[config.mk]
export PLATFORM = sky130hd
export DESIGN_NAME = sync_fifo
export DESIGN_NICKNAME = d
export VERILOG_FILES = /design/src/rtl/fifo_pkg.sv /design/src/rtl/fifo_mem.sv /design/src/rtl/sync_fifo.sv
export SDC_FILE = /design/constraint.sdc
export NUM_CORES = 1
export LEC_CHECK = 0
export CORE_MARGIN = 2
export CORE_UTILIZATION = 55
export DETAILED_ROUTE_END_ITERATION = 8
export PLACE_DENSITY = 0.73
export SKIP_LAST_GASP = 1
export SLEW_MARGIN = 5
export SYNTH_ARGS = -nofsm -noshare
export SYNTH_HDL_FRONTEND = slang
export SYNTH_HIERARCHICAL = 1
export SYNTH_SLANG_ARGS = --single-unit
[constraint.sdc]
create_clock -name clk -period 13.4 [get_ports clk]
set_input_delay 3.35 -clock clk [delete_from_list [all_inputs] [get_ports clk]]
set_output_delay 3.35 -clock clk [all_outputs]
set_load 0.02 [all_outputs]
[src/rtl/fifo_pkg.sv]
// Shared FIFO package: default geometry and a ceil-log2 helper.
// Used by both the synchronous and asynchronous FIFO families.
package fifo_pkg;

   localparam int unsigned DEFAULT_WIDTH = 32;
   localparam int unsigned DEFAULT_DEPTH = 16;

   // Smallest n such that 2**n >= value (returns 0 for value <= 1).
   function automatic int unsigned clog2(input int unsigned value);
      int unsigned result;
      result = 0;
      while ((64'd1 << result) < 64'(value)) begin
         result = result + 1;
      end
      return result;
   endfunction

endpackage

[src/rtl/fifo_mem.sv]
// FIFO storage: DEPTH x WIDTH array, synchronous write port, asynchronous read port.
// Contents are never reset; only the pointers in the owning FIFO define what is valid.
module fifo_mem
   import fifo_pkg::*;
#(
   parameter int unsigned WIDTH = DEFAULT_WIDTH,
   parameter int unsigned DEPTH = DEFAULT_DEPTH,
   parameter int unsigned AW    = clog2(DEFAULT_DEPTH)
) (
   input  logic             clk_i,
   input  logic             w_en_i,
   input  logic [AW-1:0]    w_addr_i,
   input  logic [WIDTH-1:0] w_data_i,
   input  logic [AW-1:0]    r_addr_i,
   output logic [WIDTH-1:0] r_data_o
);

   logic [WIDTH-1:0] mem_q [DEPTH];

   // Write port: one word per accepted write.
   always_ff @(posedge clk_i) begin
      if (w_en_i) begin
         mem_q[w_addr_i] <= w_data_i;
      end
   end

   assign r_data_o = mem_q[r_addr_i];

endmodule

[src/rtl/sync_fifo.sv]
// Single-clock FIFO with occupancy count, almost-full/almost-empty thresholds and
// show-ahead read data. Optional sticky overflow/underflow flags are built only
// when SYNC_FIFO_ERR_EN is defined; otherwise both outputs are tied low.
module sync_fifo
   import fifo_pkg::*;
#(
   parameter int unsigned WIDTH     = DEFAULT_WIDTH,
   parameter int unsigned DEPTH     = DEFAULT_DEPTH,
   parameter int unsigned AFULL_TH  = 12,
   parameter int unsigned AEMPTY_TH = 4,
   localparam int unsigned AW       = clog2(DEPTH)
) (
   input  logic             clk,
   input  logic             rst,
   input  logic             wEn,
   input  logic [WIDTH-1:0] wData,
   input  logic             rEn,
   output logic [WIDTH-1:0] rData,
   output logic             full,
   output logic             empty,
   output logic             almostFull,
   output logic             almostEmpty,
   output logic [AW:0]      count,
   output logic             overflow,
   output logic             underflow
);

   localparam logic [AW:0] DepthC  = (AW+1)'(DEPTH);
   localparam logic [AW:0] AfullC  = (AW+1)'(AFULL_TH);
   localparam logic [AW:0] AemptyC = (AW+1)'(AEMPTY_TH);
   localparam logic [AW:0] OneC    = (AW+1)'(1);

   logic [AW:0] w_ptr_q, w_ptr_d;
   logic [AW:0] r_ptr_q, r_ptr_d;
   logic [AW:0] count_q, count_d;
   logic        w_acc, r_acc;

   // Flags come only from the registered count, so accepts see last cycle's state.
   assign full        = (count_q == DepthC);
   assign empty       = (count_q == '0);
   assign almostFull  = (count_q >= AfullC);
   assign almostEmpty = (count_q <= AemptyC);
   assign count       = count_q;

   // A write is allowed at full only when a read frees the same slot this edge.
   assign w_acc = wEn & (~full | rEn);
   assign r_acc = rEn & ~empty;

   // Next-state pointers and occupancy.
   always_comb begin
      w_ptr_d = w_ptr_q;
      r_ptr_d = r_ptr_q;
      count_d = count_q;
      if (w_acc) begin
         w_ptr_d = w_ptr_q + OneC;
      end
      if (r_acc) begin
         r_ptr_d = r_ptr_q + OneC;
      end
      unique case ({w_acc, r_acc})
         2'b10:   count_d = count_q + OneC;
         2'b01:   count_d = count_q - OneC;
         default: count_d = count_q;
      endcase
   end

   // Pointer and count state, synchronous reset wins over any request.
   always_ff @(posedge clk) begin
      if (rst) begin
         w_ptr_q <= '0;
         r_ptr_q <= '0;
         count_q <= '0;
      end else begin
         w_ptr_q <= w_ptr_d;
         r_ptr_q <= r_ptr_d;
         count_q <= count_d;
      end
   end

   fifo_mem #(
      .WIDTH (WIDTH),
      .DEPTH (DEPTH),
      .AW    (AW)
   ) u_mem (
      .clk_i    (clk),
      .w_en_i   (w_acc),
      .w_addr_i (w_ptr_q[AW-1:0]),
      .w_data_i (wData),
      .r_addr_i (r_ptr_q[AW-1:0]),
      .r_data_o (rData)
   );

`ifdef SYNC_FIFO_ERR_EN
   logic overflow_q, overflow_d;
   logic underflow_q, underflow_d;

   // Sticky error capture: dropped write at full, read attempted while empty.
   always_comb begin
      overflow_d  = overflow_q | (wEn & full & ~rEn);
      underflow_d = underflow_q | (rEn & empty);
   end

   // Error flags clear only on reset.
   always_ff @(posedge clk) begin
      if (rst) begin
         overflow_q  <= 1'b0;
         underflow_q <= 1'b0;
      end else begin
         overflow_q  <= overflow_d;
         underflow_q <= underflow_d;
      end
   end

   assign overflow  = overflow_q;
   assign underflow = underflow_q;
`else
   assign overflow  = 1'b0;
   assign underflow = 1'b0;
`endif

`ifndef SYNTHESIS
   // Pointer difference and the count register are two views of the same occupancy.
   a_count_matches_ptrs : assert property (@(posedge clk) disable iff (rst)
      (w_ptr_q - r_ptr_q) == count_q);
   a_count_in_range : assert property (@(posedge clk) disable iff (rst)
      count_q <= DepthC);
`endif

endmodule

==> impl_metrics.csv <==
group,metric,value,unit
min_path,hold_class,"reg2reg",
global_route,grt_pass1_vias,9595,
clock_network,postCtsSetupBuffers,0,
sta,rsz0062_at_grt,"false",
run_status,outcome,"finished clean",
worst_setup_path,rr_worst_depth,8,
clock_network,clk_pin_slew,60,ps
floorplanning,initial_core_util,0.560,
clock_network,clockBufferDepth,3,
worst_setup_path,cp_top_family,"buffers and inverters",
synth,synth_top_cell_by_area,"edfxtp_1",
flow_run,drv_cap,0,
worst_setup_path,critical_path.slowest_cell,"dfxtp_4",
drt,vias,9321,
synth,synthDistinctLibCells,40,
worst_setup_path,r2r_setup_slack,10510,ps
drt,first_pass_iters,5,
synth,synthMostInstantiatedCell,"edfxtp_1",
worst_setup_path,crit_path_start_kind,"register",
sta,max_slew_margin,0.194,
place,post-place-ws,6660,ps
synth,synth_edf_count,512,
sta,fin_crit,7350,ps
clock_network,cts_buffers,50,
place,hpwlAfterDp,19.6,mm
floorplanning,row_count,69,
synth,ys_async_sr_fraction,0,
sta,fin_setup_tns,0,ps
synth,syn_area,20000,um2
clock_network,tritoncts,"built",
clock_network,htreeDepth,2,
clock_network,cts_sinks,525,
floorplanning,fp.dieArea,37800,um2
global_route,grt_pass1_wl,59.7,mm
worst_setup_path,reg2reg_to,"count[4]",
drt,ant_nets,0,
worst_setup_path,critPathCaptureType,"primary output",
sta,hold_violations,0,
sta,skew,9.29,ps
global_route,antenna_found_initial,0,
synth,avgSynthCellArea,22.4,um2
worst_setup_path,path_buf_inv,2,
worst_setup_path,required,10050,ps
global_route,grt_use_total,0.212,
sta,tightest_slew,1210,ps
synth,yosysWarnings,6,
clock_network,cts-hold-fix-buffers,0,
final_layout,syn_to_final_growth,14.8,%
drt,vias_per_cell,6.25,
worst_setup_path,slowest_delay,1150,ps
worst_setup_path,cp_data_arrival_time,4000,ps
place,port_buffers,76,
clock_network,cts_root_buf,"clkbuf_16",
worst_setup_path,setup.worst_path.start,"r_ptr_q[1]",
worst_setup_path,critical_path.max_fanout,77,
synth,synth-seq-cells,525,
sta,setup_slack,6050,ps
drt,wl_per_cell,26.3,um
sta,slew_violations,0,
final_layout,nFillCells,2325,
clock_network,cts-resized-gates,0,
floorplanning,coreArea,35700,um2
synth,yosys.area.top_type_share,0.770,
synth,synth.yosys.seq_area_share,0.783,
worst_setup_path,worstReg2RegStart,"count[0]",
drt,drcViolationCount,0,
place,dp.cells,1400,
clock_network,worstSkewPairLatency,560,ps
final_layout,layout-drive-gt1-share,0.237,
worst_setup_path,crit_end,"rData[3]",
floorplanning,io_pins,79,
synth,netlist_instances,890,
synth,synthTopCellsByArea,"edfxtp_1 (77%), mux4_2 (14%), a22oi_1 (2.4%)",
worst_setup_path,path_depth,5,
final_layout,antenna_cells,0,
place,gp_congestion,0.717,
final_layout,layout.cells.non_filler,1492,
drt,drt_iter0_markers,703,
power_and_ir_drop,leakage,7.09,nW
global_route,use_met1,0.309,
final_layout,fin_nets,1034,
power_and_ir_drop,power_density,168,nW/um2
sta,fmax,136,MHz
sta,setup_viol_count_final,0,
floorplanning,die_w,195,um
global_route,use_met3,0.0305,
power_and_ir_drop,vdd_drop_max,0.120,mV
synth,synth_common_cells,"edfxtp_1 (512), mux4_2 (128), a22oi_1 (64)",
sta,period_share,0.549,
sta,hold_slack,584,ps
global_route,busiest_layer,"met2",
global_route,gr-usage-met2,0.342,
synth,synth-main-ff-cell,"edfxtp_1",
global_route,grt_start_max_net_pins,122,
drt,routed_wl,39.3,mm
worst_setup_path,worstPathCellList,"buf_4, mux4_2, a22oi_1, nand2_1, clkdlybuf4s50_1",
worst_setup_path,path_class,"reg2out",
global_route,grt_overflow_total,0,
floorplanning,fp.dieH,195,um
## report_power, final
part	internal [mW]	switching, mW
registers	1.84	0.0471
logic	0.316	0.298
clock network	0.773	0.568
total	2.93	0.913
## placed cells by master, fill, tap and decap left out, types with 13 or more instances in the layout
cell type | netlist | final
mux4_2 | 128 | 128
buf_4 | 14 | 19
nor2_4 | 0 | 13
clkbuf_16 | 0 | 51
clkdlybuf4s50_1 | 0 | 76
nor2_1 | 27 | 14
nand2_1 | 35 | 35
a22oi_1 | 64 | 64
edfxtp_1 | 512 | 512
## worst min-delay path, cell delays in order, from the launching register on
cell and delay [ps]:
dfxtp_1 350, xnor2_1 160, nor2_1 30
## cell families (layout without fill, tap and decap cells)
| family | count (synthesis) | after routing | share of synthesized area |
|---|---|---|---|
| AND/OR/NAND/NOR | 88 | 88 | 0.0201 |
| other | 1 | 2 | 0.000188 |
| multiplexers | 131 | 131 | 0.146 |
| flip-flops | 525 | 525 | 0.783 |
| adder cells (fa/ha/maj) | 7 | 7 | 0.00476 |
| XOR/XNOR | 8 | 8 | 0.00351 |
| buffers and inverters | 51 | 191 | 0.0132 |
| AO/OA/AOI/OAI | 79 | 79 | 0.0294 |
## per-layer routing
metal,wire length (um),up-vias
li1,-,3969
met4,914,0
met2,19300,340
met3,2300,63
met5,0,-
met1,16700,4949
## area by class of cell
class | count | area, um2 | area share
repair buffers | 96 | 923 | 0.0403
clock inverters | 30 | 243 | 0.0106
well taps | 461 | 577 | 0.0252
flip-flops and latches | 525 | 15600 | 0.682
multi-input cells | 315 | 4210 | 0.184
clock buffers | 62 | 1320 | 0.0575
inverters | 3 | 11.3 | 0.000491
## how the worst min path moves through the flow
| stage | slack, ps | cells past startpoint | endpoint | start |
|---|---|---|---|---|
| after floorplan | 520 | 2 | r_ptr_q[1] | r_ptr_q[1] |
| after global placement | 570 | 2 | w_ptr_q[3] | w_ptr_q[3] |
| after detailed placement | 580 | 2 | w_ptr_q[3] | w_ptr_q[3] |
| after CTS | 590 | 2 | w_ptr_q[3] | w_ptr_q[3] |
| after global routing | 630 | 2 | w_ptr_q[3] | w_ptr_q[3] |
| final | 580 | 2 | w_ptr_q[3] | w_ptr_q[3] |
## sequential cells by signal, summed over array words and instances, names as in the netlist
register,count
u_mem/mem_q,512
r_ptr_q,4
w_ptr_q,4
count,5
## through the flow
| step | utilization | power, mW | area, um2 |
|---|---|---|---|
| 2_1_floorplan | - | 2.34 | 20000 |
| 3_3_place_gp | 0.599 | 2.54 | 21400 |
| 3_5_place_dp | 0.599 | 2.54 | 21400 |
| 4_1_cts | 0.643 | 3.88 | 22900 |
| 5_1_grt | 0.643 | 3.98 | 22900 |
| 6_report | 0.643 | 3.84 | 22900 |
Note: power is estimated with default switching activity, not from simulation.
